`src/rtl/sop_eval_seq.sv`:
```
// rtl/sop_eval_seq.sv - sequential sum-of-products evaluator; option macro SOP_EVAL_HIT_COUNT_EN
module sop_eval_seq #(
  parameter int  NIN   = 6,
  parameter int  NTERM = 16,
  localparam int IW    = $clog2(NTERM)
) (
  input  logic          i_clk,
  input  logic          i_rst_n,
  input  logic          i_cfg_we,
  input  logic [IW-1:0] i_cfg_idx,
  input  logic [NIN-1:0] i_cfg_care,
  input  logic [NIN-1:0] i_cfg_val,
  input  logic          i_cfg_en,
  output logic          o_busy,
  input  logic          i_in_valid,
  output logic          o_in_ready,
  input  logic [NIN-1:0] i_in_vec,
  output logic          o_out_valid,
  input  logic          i_out_ready,
  output logic          o_out_f,
  output logic [IW-1:0] o_out_hit_idx,
  output logic [IW:0]   o_out_hit_cnt
);

  typedef enum logic [1:0] {S_IDLE, S_SCAN, S_DONE} state_t;

  state_t          r_state, w_state_nxt;
  logic [NIN-1:0]  r_care [NTERM];
  logic [NIN-1:0]  r_val  [NTERM];
  logic [NTERM-1:0] r_en;
  logic [NIN-1:0]  r_vec, w_vec_nxt;
  logic [IW-1:0]   r_idx, w_idx_nxt;
  logic            r_f, w_f_nxt;
  logic [IW-1:0]   r_hit_idx, w_hit_idx_nxt;
  logic [IW:0]     r_hit_cnt, w_hit_cnt_nxt;
  logic            r_out_valid, r_busy, r_in_ready;
  logic [NTERM-1:0] w_match;
  logic            w_hit, w_last, w_cfg_ok;

  // The table may only change while no evaluation is in flight
  assign w_cfg_ok = (r_state == S_IDLE) && i_cfg_we;
  assign w_hit    = w_match[r_idx];
  assign w_last   = (r_idx == IW'(NTERM - 1));

  // Per-slot cube match against the latched input vector
  always_comb begin
    w_match = '0;
    for (int t = 0; t < NTERM; t++)
      w_match[t] = r_en[t] & (((r_vec ^ r_val[t]) & r_care[t]) == '0);
  end

  // Next-state and next datapath values
  always_comb begin
    w_state_nxt   = r_state;
    w_vec_nxt     = r_vec;
    w_idx_nxt     = r_idx;
    w_f_nxt       = r_f;
    w_hit_idx_nxt = r_hit_idx;
    w_hit_cnt_nxt = r_hit_cnt;
    case (r_state)
      S_IDLE: begin
        if (i_in_valid) begin
          w_vec_nxt     = i_in_vec;
          w_idx_nxt     = '0;
          w_f_nxt       = 1'b0;
          w_hit_idx_nxt = '0;
          w_hit_cnt_nxt = '0;
          w_state_nxt   = S_SCAN;
        end
      end
      S_SCAN: begin
`ifdef SOP_EVAL_HIT_COUNT_EN
        // Full scan: count every match, remember only the first
        if (w_hit) begin
          w_hit_cnt_nxt = r_hit_cnt + (IW+1)'(1);
          w_f_nxt       = 1'b1;
          if (r_hit_cnt == '0) w_hit_idx_nxt = r_idx;
        end
        if (w_last) w_state_nxt = S_DONE;
        else        w_idx_nxt   = r_idx + IW'(1);
`else
        // Early exit on the first matching cube; count stays zero
        if (w_hit) begin
          w_f_nxt       = 1'b1;
          w_hit_idx_nxt = r_idx;
          w_state_nxt   = S_DONE;
        end else if (w_last) begin
          w_state_nxt   = S_DONE;
        end else begin
          w_idx_nxt     = r_idx + IW'(1);
        end
`endif
      end
      S_DONE: begin
        if (i_out_ready) w_state_nxt = S_IDLE;
      end
      default: w_state_nxt = S_IDLE;
    endcase
  end

  // State, datapath, enables and registered handshake outputs
  always_ff @(posedge i_clk or negedge i_rst_n) begin
    if (!i_rst_n) begin
      r_state     <= S_IDLE;
      r_vec       <= '0;
      r_idx       <= '0;
      r_f         <= 1'b0;
      r_hit_idx   <= '0;
      r_hit_cnt   <= '0;
      r_out_valid <= 1'b0;
      r_busy      <= 1'b0;
      r_in_ready  <= 1'b1;
      r_en        <= '0;
    end else begin
      r_state     <= w_state_nxt;
      r_vec       <= w_vec_nxt;
      r_idx       <= w_idx_nxt;
      r_f         <= w_f_nxt;
      r_hit_idx   <= w_hit_idx_nxt;
      r_hit_cnt   <= w_hit_cnt_nxt;
      r_out_valid <= (w_state_nxt == S_DONE);
      r_busy      <= (w_state_nxt != S_IDLE);
      r_in_ready  <= (w_state_nxt == S_IDLE);
      for (int t = 0; t < NTERM; t++)
        if (w_cfg_ok && (i_cfg_idx == IW'(t))) r_en[t] <= i_cfg_en;
    end
  end

  // Cube storage; contents are don't-care until the slot is enabled
  always_ff @(posedge i_clk) begin
    for (int t = 0; t < NTERM; t++) begin
      if (w_cfg_ok && (i_cfg_idx == IW'(t))) begin
        r_care[t] <= i_cfg_care;
        r_val[t]  <= i_cfg_val;
      end
    end
  end

  assign o_busy        = r_busy;
  assign o_in_ready    = r_in_ready;
  assign o_out_valid   = r_out_valid;
  assign o_out_f       = r_f;
  assign o_out_hit_idx = r_hit_idx;
  assign o_out_hit_cnt = r_hit_cnt;

endmodule

```
`config.mk`:
```
export PLATFORM = sky130hd
export DESIGN_NAME = sop_eval_seq
export DESIGN_NICKNAME = d
export VERILOG_FILES = /design/src/rtl/sop_eval_seq.sv
export SDC_FILE = /design/constraint.sdc
export NUM_CORES = 1
export LEC_CHECK = 0
export ABC_AREA = 0
export CORE_MARGIN = 10
export CORE_UTILIZATION = 35
export DETAILED_ROUTE_END_ITERATION = 6
export GPL_TIMING_DRIVEN = 0
export HOLD_SLACK_MARGIN = 0.12
export PLACE_DENSITY_LB_ADDON = 0.1
export SYNTH_ARGS = -nofsm -noshare
export SYNTH_HDL_FRONTEND = slang
export SYNTH_SLANG_ARGS = --single-unit
```
`constraint.sdc`:
```
create_clock -name i_clk -period 2.32 [get_ports i_clk]
set_input_delay 0.696 -clock i_clk [delete_from_list [all_inputs] [get_ports i_clk]]
set_output_delay 0.696 -clock i_clk [all_outputs]
set_load 0.1 [all_outputs]
```
==> results.md, run 1 <==
- Final period util: 106.5%
- Relative slew slack: 25.11%
- CP max stage delay: 0.39 ns
- Leak: 4.236 nW
- Post-Syn Instances: 534
- Tot Pwr: 13.13 mW
- H-tree Lvls: 1
- Root buffer cell: clkbuf_16
- Nets: 699
- Clk_lat worst skew: 0.52 ns
- Final slew viol count: 0
- Syn Area/Cell: 16.85 sq um
- Post-synthesis register bit count: 228
- Row count: 58
- Vias/cell: 4.946
- Total die area: between 30000 and 40000 sq um
- Initial Util: between 30% and 40%
- Max layer used: met4
- Top FF cell, synth: edfxtp_1
- End point of the critical path: r_state[0]
- Hold Fails Final Rpt: 0
- Share of layout cells above drive strength 1: 28.59%
- TritonCTS clock tree: built
- Met1 Wirelength: around 11000 microns
- Arrival time worst endpoint: 2.87 ns
- Chip width: 180.3 microns
- Final GP Congestion: 0.7243
- Synth async-reset ratio: 15.79%
- Port bufs: 35
- Total of fill cells in the finished design: between 2k and 2.5k
- Sequential share of power: between 30% and 40%
- Antenna-violating nets left: 0
- Crit path from: r_vec[5]
- Type of the worst setup path: reg2reg
- CP startpoint kind: flip-flop
- Remaining DRCs: 0
- Total routed wirelength: 23910 microns
- Fin crit period: 2.470 ns
- Placed cell areas: 9819 sq um
- EDFF count, synth: 192
- Tot GR Track Use: 14.12%
- Comb pwr share: 33.2%
- Initial antenna violation count: 1
- Max-cap violations: 0
- Setup slack after layout: -0.1504 ns
- Io pins: 41
- Clock share of power: 28.5%
- Largest net degree at the start of global routing: 22
- CTS buffer count: 25
- Vias: 5040
- DR WL met3: just over 900 microns
- DR WL/cell: 23.47 microns
- Net switching power figure: 4.217 mW
- Die H: between 150 and 200 microns
- Final setup fails: 11
- Count of cell types in the netlist: 38
- Slowest-stage cell, CP: dfrtp_1
- Hold slack: 0.1510 ns
- Worst-path cell chain: buf_8 > buf_12 > xor2_1 > a222oi_1 > nand3_1 > nand3_2 > nand2_4 > a31oi_4 > a2111oi_4 > buf_4 > buf_6 > a21o_1
- Slew @ Worst Pin: around 1.1 ns
- Ys Warns: 0
- Pint: 8.914 mW
- Hold WC Path Type: in2async
- Power per Cell Area: 1131 nW/um^2
- Clock skew: 0.01615 ns
- Grt ovf: 0
- Peak supply drop: 0.8608 mV
- Synth Cell Area: 8999 sq um
- # clock sinks: about 230
- Run status: complete, but fails checks
- Clock-pin slew on the worst setup and hold paths: 0.06 ns
- Placeable Area: 25250 sq um
- Register Area: 6668 sq um
- Max Buffers Root-to-Sink: 3
- HPWL after DPL: 13550 microns
- Reg2reg setup slack: -0.15 ns
- Top cells by area, synth: edfxtp_1, dfrtp_1, xor2_1, mux2_2, a222oi_1
- DR pass1 iterations: 5
- # diodes: 0
- Number of global-route vias before repair: 5138
- Global-route wire length before repair: 34160 microns
- Fmax achieved: 404.8 MHz
- Max Fanout on Critical Path: 8
- R2R Path Start: r_vec[5]
- R2R cell count: 12
- Sum Neg Setup Slack: -0.9449 ns
- Fin area: 11610 sq um
- RSZ-0062 raised after global routing: yes
- Sw Share: 32.12%
- Worst EP required: 2.72 ns
- Worst R2R End: r_state[0]
- Synth top area share: 64.07%
- CP Capture Type: flip-flop
- First DRT Iteration DRCs: 457
- Part of the Yosys area used for sequential elements: 74.10%
- Synth-to-Final Area Change: 28.99%
- Leading area contributor after synthesis: edfxtp_1
- Failing checks: setup timing
- Metal2 WL: 11530 microns
- Multi-input gate area: 2437 sq um
==> cell usage in the layout, fill, tap and decap left out, types with 10 or more instances in the layout <==
master,count
clkdlybuf4s50_1,24
clkbuf_1,15
buf_6,10
buf_4,58
nand2_1,23
dfrtp_1,35
edfxtp_1,192
nand3_2,11
nand3_1,15
a222oi_1,16
mux2_2,18
clkbuf_16,25
buf_12,14
nor2_4,12
a21oi_1,16
xor2_1,93
a22oi_1,16
==> stage by stage <==
| step | worst slack [ns] | std cells | utilization [%] |
|---|---|---|---|
| 2_1_floorplan | 0.08322 | 538 | - |
| 6_report | -0.1504 | 1019 | 45.96 |
| 3_3_place_gp | -0.8720 | 903 | 38.79 |
| 5_1_grt | -0.2637 | 1019 | 45.96 |
| 3_5_place_dp | -0.8965 | 904 | 38.88 |
| 4_1_cts | -0.2112 | 973 | 43.89 |
==> routing by layer <==
layer	track usage [%]	vias to the layer above
met1	19.06	2613
li1	-	2283
met4	3.445	0
met2	22.98	110
met5	0	-
met3	2.631	34
==> registers in the layout, indices dropped and copies added (netlist names) <==
register       cells
o_out_valid        1
r_idx              4
o_busy             1
r_state            2
o_out_f            1
o_out_hit_idx      4
r_vec              6
o_in_ready         1
r_care            96
r_en              16
r_val             96
==> worst min path at each step <==
stage | to | start | depth (start not counted)
after floorplan | o_busy | i_rst_n | 0
after global placement | o_out_f | o_out_f | 2
after detailed placement | o_out_f | o_out_f | 2
after CTS | r_en[6] | i_rst_n | 1
after global routing | r_en[6] | i_rst_n | 1
final | r_en[6] | i_rst_n | 1
==> cell type report <==
cell class,count,area share (%)
Timing Repair Buffer,104,8.828
Sequential cell,228,57.44
Multi-Input combinational cell,284,21.00
Clock buffer,42,6.284
Tap cell,330,3.557
Buffer,22,2.307
Clock inverter,4,0.4204
Inverter,5,0.1617
==> logic make-up (layout without fill, tap and decap cells) <==
group | after synthesis | count (layout) | synth area share, %
flip-flops | 228 | 228 | 74.10
AND/OR/NAND/NOR | 96 | 97 | 5.395
adder cells (fa/ha/maj) | 1 | 1 | 0.1390
AO/OA/AOI/OAI | 57 | 57 | 5.158
multiplexers | 28 | 28 | 3.420
buffers and inverters | 27 | 177 | 2.405
other | 1 | 5 | 0.04167
XOR/XNOR | 96 | 96 | 9.344
==> critical path, delay by kind of cell (launching register included) <==
family / cells / cell delay (ns)
AND/OR/NAND/NOR: 3 / 0.46
AO/OA/AOI/OAI: 4 / 0.77
flip-flops: 1 / 0.39
buffers and inverters: 4 / 0.58
XOR/XNOR: 1 / 0.16
==> synthesized netlist by cell type (8+ instances only) <==
master	number
a21oi_1	17
xor2_1	96
dfrtp_1	35
mux2_2	18
buf_4	8
a22oi_1	17
a222oi_1	16
edfxtp_1	192
nand3_1	26
nor2_1	16
nand2b_1	10
nand2_1	26
==> power by group through the flow <==
stage | Clock [mW] | Sequential, mW | Combinational, mW
global route | 4.01 | 5.08 | 4.67
global placement | 0 | 5.07 | 3.50
floorplan | 0 | 5.43 | 2.07
finish | 3.74 | 5.03 | 4.36
detailed placement | 0 | 5.09 | 3.55
CTS | 3.84 | 5.02 | 4.07
==> what timing repair did <==
item,CTS,global route
resized for setup,86,25
pin swaps,22,29
setup buffers,22,48
hold buffers,0,0
cloned,2,0
setup endpoints to repair,230,69
No activity file was read; power rests on OpenSTA's default activity.
==> run 2: changes to the inputs <==
ABC_CLOCK_PERIOD_IN_PS = 2320   (was default)
MAX_ROUTING_LAYER = met4   (was default)
==> run 2 against run 1 <==
Net effect: fmax rose by 0.19%; non-clock buffer count rose by 3; total power barely moved; worst setup slack improved by 0.0048 ns; the flow still finishes with violations (setup timing); cell area barely moved; wire length fell by 0.20%; first-iteration DRC count fell by 2.0%; clock power barely moved; critical path type unchanged; register-to-register slack barely moved; via count rose by 0.50%; sequential power barely moved; global-route usage rose by 0.41 points.
==> results.md, run 2 (synthesized netlist as in run 1, its figures left out) <==
- Run status: complete, but fails checks (unchanged)
- Failing checks: setup timing (unchanged)
- Share of layout cells above drive strength 1: 28.90% (was 28.59%)
- Setup slack after layout: -0.1456 ns (was -0.1504 ns)
- HPWL after DPL: 13550 microns (unchanged)
- Leak: 4.250 nW (was 4.236 nW)
- Clock-pin slew on the worst setup and hold paths: 0.06 ns (about the same)
- Final setup fails: 11 (unchanged)
- Slew @ Worst Pin: 1.113 ns (was 1.120 ns)
- Antenna-violating nets left: 0 (unchanged)
- DR pass1 iterations: 5 (unchanged)
- # diodes: 0 (unchanged)
- Power per Cell Area: 1130 nW/um^2 (was 1131 nW/um^2)
- Commonest non-fill, non-tap cell in the layout: edfxtp_1 (unchanged)
- Max Buffers Root-to-Sink: 3 (unchanged)
- Total routed wirelength: 23860 microns (was 23910 microns)
- Global-route wire length before repair: 34180 microns (was 34160 microns)
- Row count: 58 (unchanged)
- Max-cap violations: 0 (unchanged)
- Clock skew: 0.01781 ns (was 0.01615 ns)
- TritonCTS clock tree: built (unchanged)
- Hold WC Path Type: in2async (unchanged)
- Number of cells after detailed placement: 904 (unchanged)
- Sum Neg Setup Slack: -0.8565 ns (was -0.9449 ns)
- Final Non-Filler Cells: 1022 (was 1019)
- # clock sinks: 228 (unchanged)
- Most frequent cells in the layout: edfxtp_1, xor2_1, buf_4, dfrtp_1, clkbuf_16 (unchanged)
- Initial Util: 35.63% (unchanged)
- Hold slack: 0.1485 ns (was 0.1510 ns)
- CTS buffer count: 25 (unchanged)
- Placed cell areas: 9819 sq um (unchanged)
- Vias: 5065 (was 5040)
- Vias/cell: 4.956 (was 4.946)
- Type of the worst setup path: reg2reg (unchanged)
- Fmax achieved: 405.6 MHz (was 404.8 MHz)
- Final slew viol count: 0 (unchanged)
- Synth-to-Final Area Change: 29.10% (was 28.99%)
- Chip width: 180.3 microns (unchanged)
- Fin crit period: 2.466 ns (was 2.470 ns)
- Peak supply drop: 0.8643 mV (was 0.8608 mV)
- Final GP Congestion: 0.7329 (was 0.7243)
- First DRT Iteration DRCs: 448 (was 457)
- Worst EP required: 2.72 ns (about the same)
- Placeable Area: 25250 sq um (unchanged)
- Tot GR Track Use: 14.53% (was 14.12%)
- Total die area: 32520 sq um (unchanged)
- Relative slew slack: 25.57% (was 25.11%)
- CP startpoint kind: flip-flop (unchanged)
- CP max stage delay: 0.38 ns (was 0.39 ns)
- Number of global-route vias before repair: 5124 (was 5138)
- RSZ-0062 raised after global routing: yes (unchanged)
- Nets: 702 (was 699)
- Root buffer cell: clkbuf_16 (unchanged)
- Arrival time worst endpoint: 2.86 ns (was 2.87 ns)
- Max Fanout on Critical Path: 8 (unchanged)
- DR WL/cell: 23.35 microns (was 23.47 microns)
- Fin area: 11620 sq um (was 11610 sq um)
- Port bufs: 35 (unchanged)
- Pre-CTS setup slack: -0.8965 ns (unchanged)
- H-tree Lvls: 1 (unchanged)
- Grt ovf: 0 (unchanged)
- Top Registers: r_care (96), r_val (96), r_en (16) (unchanged)
- Hold Buf Count CTS: 0 (unchanged)
- Initial antenna violation count: 1 (unchanged)
- Largest net degree at the start of global routing: 22 (unchanged)
- Hold Fails Final Rpt: 0 (unchanged)
- Remaining DRCs: 0 (unchanged)
- Worst-path cell chain: buf_8 > buf_12 > xor2_1 > a222oi_1 > nand3_1 > nand3_2 > nand2_4 > a31oi_4 > a2111oi_4 > buf_4 > buf_6 > a21o_1 (unchanged)
- Clk_lat worst skew: 0.52 ns (about the same)
- R2R cell count: 12 (unchanged)
- Die H: 180.3 microns (unchanged)
- Io pins: 41 (unchanged)
- CP Capture Type: flip-flop (unchanged)
- Slowest-stage cell, CP: dfrtp_1 (unchanged)
- Final period util: 106.3% (was 106.5%)
[run 2: area by class of cell]
class,instances,area (sq um)
Timing Repair Buffer,107,1035
Clock inverter,4,48.80
Fill cell,2187,13640
Clock buffer,42,729.5
Buffer,22,267.8
Inverter,5,18.77
Multi-Input combinational cell,284,2437
Sequential cell,228,6668
Tap cell,330,412.9
[run 2: routing by layer]
| metal | GRT usage (%) | part of all wire [%] |
|---|---|---|
| met1 | 19.19 | 46 |
| met2 | 22.95 | 48 |
| met3 | 2.490 | 4.2 |
| met4 | 3.445 | 1.8 |
| met5 | - | 0 |
[run 2: worst max-delay path: cells and delay by family, from the launching register on]
kind	cells	cell delay, ns
XOR/XNOR	1	0.16
AND/OR/NAND/NOR	3	0.45
flip-flops	1	0.38
AO/OA/AOI/OAI	4	0.77
buffers and inverters	4	0.58
[run 2: power breakdown]
| part | total (mW) | switching, mW | internal [mW] |
|---|---|---|---|
| clock network | 3.74 | 1.50 | 2.24 |
| logic | 4.36 | 2.51 | 1.85 |
| registers | 5.03 | 0.205 | 4.82 |
| total | 13.1 | 4.22 | 8.91 |
[run 2: worst paths after layout]
path                       slack [ns]         end  startpoint
min in group i_clk               0.49     o_out_f     o_out_f
setup / recovery                -0.15  r_state[0]    r_vec[5]
max in group asynchronous        1.60  o_in_ready     i_rst_n
setup reg to reg                -0.15  r_state[0]    r_vec[5]
hold / removal                   0.15     r_en[6]     i_rst_n
hold reg to reg                  0.49     o_out_f     o_out_f
[run 2: what timing repair did]
action,CTS,global route
gates resized for setup,86,25
setup endpoints to repair,230,81
cloned,2,0
pin swaps,22,29
endpoints found under the hold margin,0,0
buffers inserted,22,51
[run 2: stage by stage]
step	utilization (%)	total power, mW
6_report	46.00	13.13
5_1_grt	46.00	13.75
4_1_cts	43.89	12.93
3_5_place_dp	38.88	8.640
3_3_place_gp	38.79	8.577
2_1_floorplan	-	7.500
